File: src/rtl/key_pkg.sv
// Shared constants, FSM encoding and counter-width helper for the key filter.
package key_pkg;

   localparam int unsigned DEF_CLK_HZ  = 12_000_000;
   localparam int unsigned DEF_DEB_MS  = 20;
   localparam int unsigned DEF_LONG_MS = 1000;

   typedef enum logic [1:0] {
      KEY_IDLE         = 2'd0,
      KEY_PRESS_WAIT   = 2'd1,
      KEY_PRESSED      = 2'd2,
      KEY_RELEASE_WAIT = 2'd3
   } key_state_e;

   // Bits needed to hold 0..max_val, never less than one.
   function automatic int unsigned cnt_width(input int unsigned max_val);
      return (max_val < 1) ? 1 : $clog2(max_val + 1);
   endfunction

endpackage

File: src/rtl/tick_gen.sv
// Free-running divider producing a one-cycle pulse every CLK_HZ/1000 clocks.
module tick_gen
   import key_pkg::*;
#(
   parameter int unsigned CLK_HZ = DEF_CLK_HZ
) (
   input  logic clk,
   input  logic rst,
   output logic tick_o
);

   localparam int unsigned DIV   = (CLK_HZ / 1000 < 1) ? 1 : CLK_HZ / 1000;
   localparam int unsigned CNT_W = cnt_width(DIV - 1);

   logic [CNT_W-1:0] cnt_q, cnt_d;
   logic             tick_q, tick_d;
   logic             wrap_c;

   always_comb begin
      wrap_c = (cnt_q == CNT_W'(DIV - 1));
      cnt_d  = wrap_c ? '0 : cnt_q + CNT_W'(1);
      tick_d = wrap_c;
   end

   always_ff @(posedge clk or negedge rst) begin
      if (!rst) begin
         cnt_q  <= '0;
         tick_q <= 1'b0;
      end else begin
         cnt_q  <= cnt_d;
         tick_q <= tick_d;
      end
   end

   assign tick_o = tick_q;

endmodule

File: src/rtl/key_filter.sv
// Per-key debounce with press/release/long-press pulses and a toggle level.
module key_filter
   import key_pkg::*;
#(
   parameter int unsigned CLK_HZ  = DEF_CLK_HZ,
   parameter int unsigned N_KEYS  = 2,
   parameter int unsigned DEB_MS  = DEF_DEB_MS,
   parameter int unsigned LONG_MS = DEF_LONG_MS
) (
   input  logic              clk,
   input  logic              rst,
   input  logic [N_KEYS-1:0] key_in,
   output logic [N_KEYS-1:0] key_level,
   output logic [N_KEYS-1:0] key_press,
   output logic [N_KEYS-1:0] key_release,
   output logic [N_KEYS-1:0] key_toggle,
   output logic [N_KEYS-1:0] key_long
);

   localparam int unsigned DEB_W  = cnt_width(DEB_MS);
   localparam int unsigned LONG_W = cnt_width(LONG_MS);

   logic tick;

   tick_gen #(
      .CLK_HZ (CLK_HZ)
   ) u_tick_gen (
      .clk    (clk),
      .rst    (rst),
      .tick_o (tick)
   );

   for (genvar g = 0; g < N_KEYS; g++) begin : g_key
      logic              sync1_q, sync2_q;
      key_state_e        state_q, state_d;
      logic [DEB_W-1:0]  deb_q, deb_d, deb_inc_c;
      logic [LONG_W-1:0] lcnt_q, lcnt_d, lcnt_inc_c;
      logic              level_q, level_d;
      logic              press_q, press_d;
      logic              rel_q, rel_d;
      logic              toggle_q, toggle_d;
      logic              long_q, long_d;

      assign deb_inc_c  = deb_q + DEB_W'(1);
      assign lcnt_inc_c = lcnt_q + LONG_W'(1);

      // Synchronizer idles released (1) so reset never looks like a press.
      always_ff @(posedge clk or negedge rst) begin
         if (!rst) begin
            sync1_q <= 1'b1;
            sync2_q <= 1'b1;
         end else begin
            sync1_q <= key_in[g];
            sync2_q <= sync1_q;
         end
      end

      always_ff @(posedge clk or negedge rst) begin
         if (!rst) begin
            state_q  <= KEY_IDLE;
            deb_q    <= '0;
            lcnt_q   <= '0;
            level_q  <= 1'b0;
            press_q  <= 1'b0;
            rel_q    <= 1'b0;
            toggle_q <= 1'b0;
            long_q   <= 1'b0;
         end else begin
            state_q  <= state_d;
            deb_q    <= deb_d;
            lcnt_q   <= lcnt_d;
            level_q  <= level_d;
            press_q  <= press_d;
            rel_q    <= rel_d;
            toggle_q <= toggle_d;
            long_q   <= long_d;
         end
      end

      always_comb begin
         state_d  = state_q;
         deb_d    = deb_q;
         lcnt_d   = lcnt_q;
         level_d  = level_q;
         press_d  = 1'b0;
         rel_d    = 1'b0;
         toggle_d = toggle_q;
         long_d   = 1'b0;

         case (state_q)
            KEY_IDLE: begin
               deb_d = '0;
               if (!sync2_q) begin
                  state_d = KEY_PRESS_WAIT;
               end
            end
            KEY_PRESS_WAIT: begin
               if (sync2_q) begin
                  state_d = KEY_IDLE;
                  deb_d   = '0;
               end else if (tick) begin
                  deb_d = deb_inc_c;
                  if (deb_inc_c == DEB_W'(DEB_MS)) begin
                     state_d  = KEY_PRESSED;
                     press_d  = 1'b1;
                     level_d  = 1'b1;
                     toggle_d = ~toggle_q;
                     lcnt_d   = '0;
                  end
               end
            end
            KEY_PRESSED: begin
               // Long counter saturates so key_long fires only once per hold.
               if (tick && (lcnt_q != LONG_W'(LONG_MS))) begin
                  lcnt_d = lcnt_inc_c;
                  long_d = (lcnt_inc_c == LONG_W'(LONG_MS));
               end
               if (sync2_q) begin
                  state_d = KEY_RELEASE_WAIT;
                  deb_d   = '0;
               end
            end
            KEY_RELEASE_WAIT: begin
               if (!sync2_q) begin
                  state_d = KEY_PRESSED;
               end else if (tick) begin
                  deb_d = deb_inc_c;
                  if (deb_inc_c == DEB_W'(DEB_MS)) begin
                     state_d = KEY_IDLE;
                     rel_d   = 1'b1;
                     level_d = 1'b0;
                  end
               end
            end
            default: begin
               state_d = KEY_IDLE;
               deb_d   = '0;
            end
         endcase
      end

      assign key_level[g]   = level_q;
      assign key_press[g]   = press_q;
      assign key_release[g] = rel_q;
      assign key_toggle[g]  = toggle_q;
      assign key_long[g]    = long_q;
   end

endmodule

File: config.mk
export PLATFORM = sky130hd
export DESIGN_NAME = key_filter
export DESIGN_NICKNAME = d
export VERILOG_FILES = /design/src/rtl/key_pkg.sv /design/src/rtl/tick_gen.sv /design/src/rtl/key_filter.sv
export SDC_FILE = /design/constraint.sdc
export NUM_CORES = 1
export LEC_CHECK = 0
export ABC_AREA = 1
export BUFFER_PORTS_ARGS = -buffer_cell sky130_fd_sc_hd__buf_4
export CAP_MARGIN = 10
export CORE_MARGIN = 2
export CORE_UTILIZATION = 60
export CTS_BUF_LIST = sky130_fd_sc_hd__clkbuf_4 sky130_fd_sc_hd__clkbuf_8 sky130_fd_sc_hd__clkbuf_16
export CTS_CLUSTER_SIZE = 30
export DETAILED_ROUTE_END_ITERATION = 7
export GPL_ROUTABILITY_DRIVEN = 0
export HOLD_SLACK_MARGIN = 0.1
export PLACE_DENSITY = 0.78
export SLEW_MARGIN = 20
export SYNTH_ARGS = -nofsm -noshare
export SYNTH_HDL_FRONTEND = slang
export SYNTH_SLANG_ARGS = --single-unit
File: constraint.sdc
create_clock -name clk -period 5.28 [get_ports clk]
set_clock_uncertainty 0.2 [all_clocks]
set_input_delay 0.264 -clock clk [delete_from_list [all_inputs] [get_ports clk]]
set_output_delay 0.264 -clock clk [all_outputs]
set_load 0.005 [all_outputs]
### Word level (Yosys, flattened, before mapping)

Cells that the tools add are included.
Widths: inputs -> output; s select.

* $add $sub $neg: 5
* eq/ne operators: 39
* muxes and demuxes: 69
* bitwise logic cells: 4
* reductions and logical operators: 18

Operators by type and width (number)
* $mux 10: 8
* $mux 5: 8
* $pmux 10 s2: 2
* $pmux 5 s4: 2
* $mux 2: 16
* $mux 1: 28
* $ne 2x2->1 const B: 14
* $add 10x1->10 const B: 2
* $eq 10x10->1 const B: 2
* $ne 10x10->1 const B: 2
* $pmux 2 s4: 2
* $add 14x1->14 const B: 1
* $eq 14x14->1 const B: 1
* $mux 14: 1
* $reduce_and 7->1: 2
* $ne 3x2->1 const B: 4
* $ne 3x3->1 const B: 4
* $reduce_and 6->1: 2
* $add 5x1->5 const B: 2
* $eq 5x5->1 const B: 2
* $reduce_and 5->1: 2
* $eq 2x2->1 const B: 4
* $ne 2x1->1 const B: 4
* $reduce_and 4->1: 2
* other kinds (7): 18

* register bits: 63
* output and inout port bits: 10
* logic and storage cells: 157

### Logic depth before layout (Yosys ltp)

* depth after elaboration: 6
* depth in mapped cells: 13

### Cells and area by module

A second synthesis with hierarchy kept.

* cells, all modules: 506
* area total of the unflattened synthesis: 3872.5 µm²

Modules (own cells, without submodules)
* key_filter: times used 1, cells each 397, area each 3000.4 µm²
* tick_gen: times used 1, cells each 109, area each 872.1 µm²

### Least setup slack after synthesis

No wires, ideal clock.

* kind: register -> register
* start point: register g_key[0].lcnt_q[0]
* end point: register g_key[0].lcnt_q[7]
* arrival: 1461 ps
* data required time: 4955 ps
* slack: 3493 ps
* cell stages (with the launch flop): 13
* path buffers: 2
* cells stage by stage: dfrtp_1 > buf_2 > inv_1 > ha_1 > nand2_1 > nor2_1 > nand3_1 > nand2_1 > a21oi_4 > nand2_2 > buf_6 > nand2_1 > o21ai_1

* cells in the longest elaborated chain, start to end: 4
* elaborated cells between the ends (all ways): 7
* classes of those cells: 1 x add/sub; 2 x eq/ne; 2 x mux; 2 x reduce/logical

RTL lines
* start, declared: line key_filter.sv:37 `logic [LONG_W-1:0] lcnt_q, lcnt_d, lcnt_inc_c;`
* start signal, assigned: line key_filter.sv:71 `lcnt_q <= lcnt_d;`
* branches (longest 4 deep; another with $add 10x1->10)

Parallel ways; which one is timed is not known. The select of a mux whose other input is x is not followed.
A chain may end at the register's enable or synchronous reset.

### Worst setup path after layout

* start point: register g_key[1].lcnt_q[0]
* end point: register g_key[1].lcnt_q[6]

* cells in the longest elaborated chain, start to end: 4
* elaborated cells between the ends (all ways): 7
* classes of those cells: 1 x add/sub; 2 x eq/ne; 2 x mux; 2 x reduce/logical

RTL lines (line)
* start, declared: key_filter.sv:37
* start signal, assigned: key_filter.sv:71
* branches (longest 4 deep; another with $add 10x1->10)

Parallel ways; which one is timed is not known. The select of a mux whose other input is x is not followed.

==> impl_metrics.csv <==
group,metric,value,unit
timing,slew_headroom,48.28,%
pwr,p_per_area,279.2,nW/um^2
die,die_h,81.70,um
detailed_routing,wl_per_cell,11.62,um
grt,overflow,0,
die,die_w,81.70,um
die,io_pins,14,
detailed_routing,drt-pass1-iter-count,4,
setup_path,cp_slowest_cell,"dfrtp_1",
timing,fin_crit,2.117,ns
logic_synthesis,synth_area_leader_cell,"dfrtp_1",
layout,drive_above_1_share,10.65,%
logic_synthesis,syn-cell-area,3622,sq um
clock_tree,cts_setup_buffers,0,
layout,diodes,0,
setup_path,path_common_cell,"nand2_1",
logic_synthesis,synth.distinct_cells,35,
layout,syn_to_final_growth,6.563,%
logic_synthesis,seq_area_frac_synth,43.66,%
layout,top_regs,"g_key.lcnt_q x20, u_tick_gen.cnt_q x14, g_key.deb_q x10",
layout,fill_cells,503,
pwr,total_power,1.078,mW
setup_path,start_kind,"flop",
layout,final_common_cell,"nand2_1",
timing,fin_setup_tns,0,ns
grt,grt_pass1_vias,2729,
setup_path,crit_path_max_incr_delay,0.51,ns
logic_synthesis,syn_area_per_cell,7.707,sq um
logic_synthesis,synthTopCellsByArea,"dfrtp_1, nand2_1, inv_1",
grt,antenna_found_initial,0,
die,core-area,5886,sq um
logic_synthesis,synth_fp_nets,485,
logic_synthesis,synth_edf_count,0,
clock_tree,cts.htree.levels,3,
layout,largest_reg_flops,20,
die,die_area,6675,sq um
detailed_routing,drtIter0Drc,141,
setup_path,path_max_fanout,20,
setup_path,arrival,2.11,ns
clock_tree,cts.path.max_buffers,2,
detailed_routing,totalWireLength,6438,um
detailed_routing,drc,0,
detailed_routing,via_per_inst,5.141,
setup_path,end_kind,"flop",
layout,largest-register,"g_key.lcnt_q",
layout,instances_no_fill,554,
logic_synthesis,synthArstFlopShare,100.0,%
timing,worst_pin_slew,0.7759,ns
min_path,hold_class,"reg2reg",
pwr,p_leak,1.908,nW
logic_synthesis,yosys_warnings,0,
setup_path,cp_top_family,"simple AND/OR/NAND/NOR gates",
job,drv_cap,0,
clock_tree,clock_latency,0.34,ns
layout,final_cell_mix,"nand2_1, dfrtp_1, inv_1",
setup_path,critPathBufInv,1,
clock_tree,clockRootBuffer,"clkbuf_8",
timing,hold_viol_final,0,
grt,grt_max_degree,64,
clock_tree,tritoncts,"yes",
grt,grt_usage,22.38,%
clock_tree,cts_num_sinks,63,
detailed_routing,dr_total_vias,2848,
logic_synthesis,netlist.area_leader.share,40.76,%
logic_synthesis,ys_seq_elements,63,
setup_path,cp_data_required_time,5.28,ns
timing,fmax,472.4,MHz
layout,multi_input_area,1664,sq um
timing,period_share,40.09,%
clock_tree,cts_hold_repair.buffers,3,
grt,grt_pass1_wl,11610,um
layout,ff_latch_area,1582,sq um
placed_design,portBuffers,13,
layout,final_nets,490,
detailed_routing,postRouteAntennaNets,0,
logic_synthesis,synth_flop_cell,"dfrtp_1",
setup_path,worstSetupPathType,"reg2reg",
clock_tree,cts.clk_slew.worst_paths,0.07,ns
timing,rsz0062_at_grt,"false",
placed_design,dp.cells,536,
timing,timing.final.max_slew_violations,0,
outcome,outcome,"finished, final reports clean",
die,rows,28,
die,initial_core_util,61.54,%
timing,finalSetupViolations,0,
logic_synthesis,syn_inst,470,
setup_path,crit_chain,"inv_1, ha_1, nand2_1, nor2_1, nand3_1, a21oi_1, nor2_1, nand2_1, nand2_1, o21ai_0",
pwr,ir_drop,0.1659,mV
placed_design,hpwlAfterDp,4401,um
clock_tree,cts_buffers,9,
clock_tree,post_cts_resize_count,0,
-- Yosys cell counts, types with 3 or more instances --
library cell  number
o21ai_0           15
buf_2              4
ha_1              11
xor2_1            11
a211oi_1           3
inv_1             54
buf_4             16
nor2_2             5
xnor2_1            3
dfrtp_1           59
nand2_1          133
nand3_1           32
nor3_1             8
inv_2              3
nor2_1            50
o21ai_1            8
nand4_1           14
dfstp_2            4
a21oi_1           14
-- worst paths after layout --
kind	end	cells after the start	slack, ns	from
min in group asynchronous	g_key[0].long_q$_DFF_PN0_	2	0.34	rst
worst max register to register	g_key[1].lcnt_q[6]$_DFFE_PN0P_	10	3.16	g_key[1].lcnt_q[0]$_DFFE_PN0P_
worst max-delay path	g_key[1].lcnt_q[6]$_DFFE_PN0P_	10	3.16	g_key[1].lcnt_q[0]$_DFFE_PN0P_
max in group asynchronous	g_key[1].deb_q[0]$_DFFE_PN0P_	2	4.02	rst
worst min register to register	g_key[0].sync2_q$_DFF_PN1_	0	0.16	g_key[0].sync1_q$_DFF_PN1_
worst min-delay path	g_key[0].sync2_q$_DFF_PN1_	0	0.16	g_key[0].sync1_q$_DFF_PN1_
-- worst reg2reg max path, cell delays in order, from the launching register on --
cell	delay (ns)
dfrtp_1	0.51
inv_1	0.10
ha_1	0.21
nand2_1	0.06
nor2_1	0.04
nand3_1	0.10
a21oi_1	0.07
nor2_1	0.10
nand2_1	0.34
nand2_1	0.17
o21ai_0	0.09
-- final cells by class --
type / count / share of cell area (%)
clock buffer: 14 / 4.506
tap: 75 / 2.431
multi-input combinational: 328 / 43.11
timing repair buffer: 16 / 3.306
sequential: 63 / 40.97
inverter: 57 / 5.543
clock inverter: 1 / 0.1297
-- per-layer routing --
| layer | global-route usage, % | share of wire (%) |
|---|---|---|
| met1 | 28.65 | 48 |
| met2 | 36.80 | 47 |
| met3 | 5.714 | 3.5 |
| met4 | 8.167 | 1.4 |
| met5 | 0 | 0 |
-- report_power, final --
part	total (mW)	internal, mW	switching (mW)
registers	0.530	0.502	0.0289
logic	0.167	0.0502	0.117
clock network	0.381	0.209	0.172
-- cells by family after synthesis --
kind of cell | count (synthesis) | share of synthesized area (%)
fa+ha+maj | 11 | 3.800
xor+xnor | 14 | 3.385
flops | 63 | 43.66
compound gates | 45 | 6.978
buf+inv | 79 | 10.40
simple gates | 258 | 31.78
-- per-stage QoR --
stage / hold slack, ns / utilization (%) / setup WS, ns / cell area, sq um
finish: 0.1564 / 65.58 / 3.163 / 3860
global route: 0.1657 / 65.58 / 2.857 / 3860
CTS: 0.1583 / 65.58 / 3.177 / 3860
detailed placement: 0.1490 / 62.03 / 3.194 / 3651
global placement: 0.1460 / 62.03 / 3.246 / 3651
floorplan: -0.2316 / - / 3.493 / 3622
Note: power is estimated with default switching activity, not from simulation.
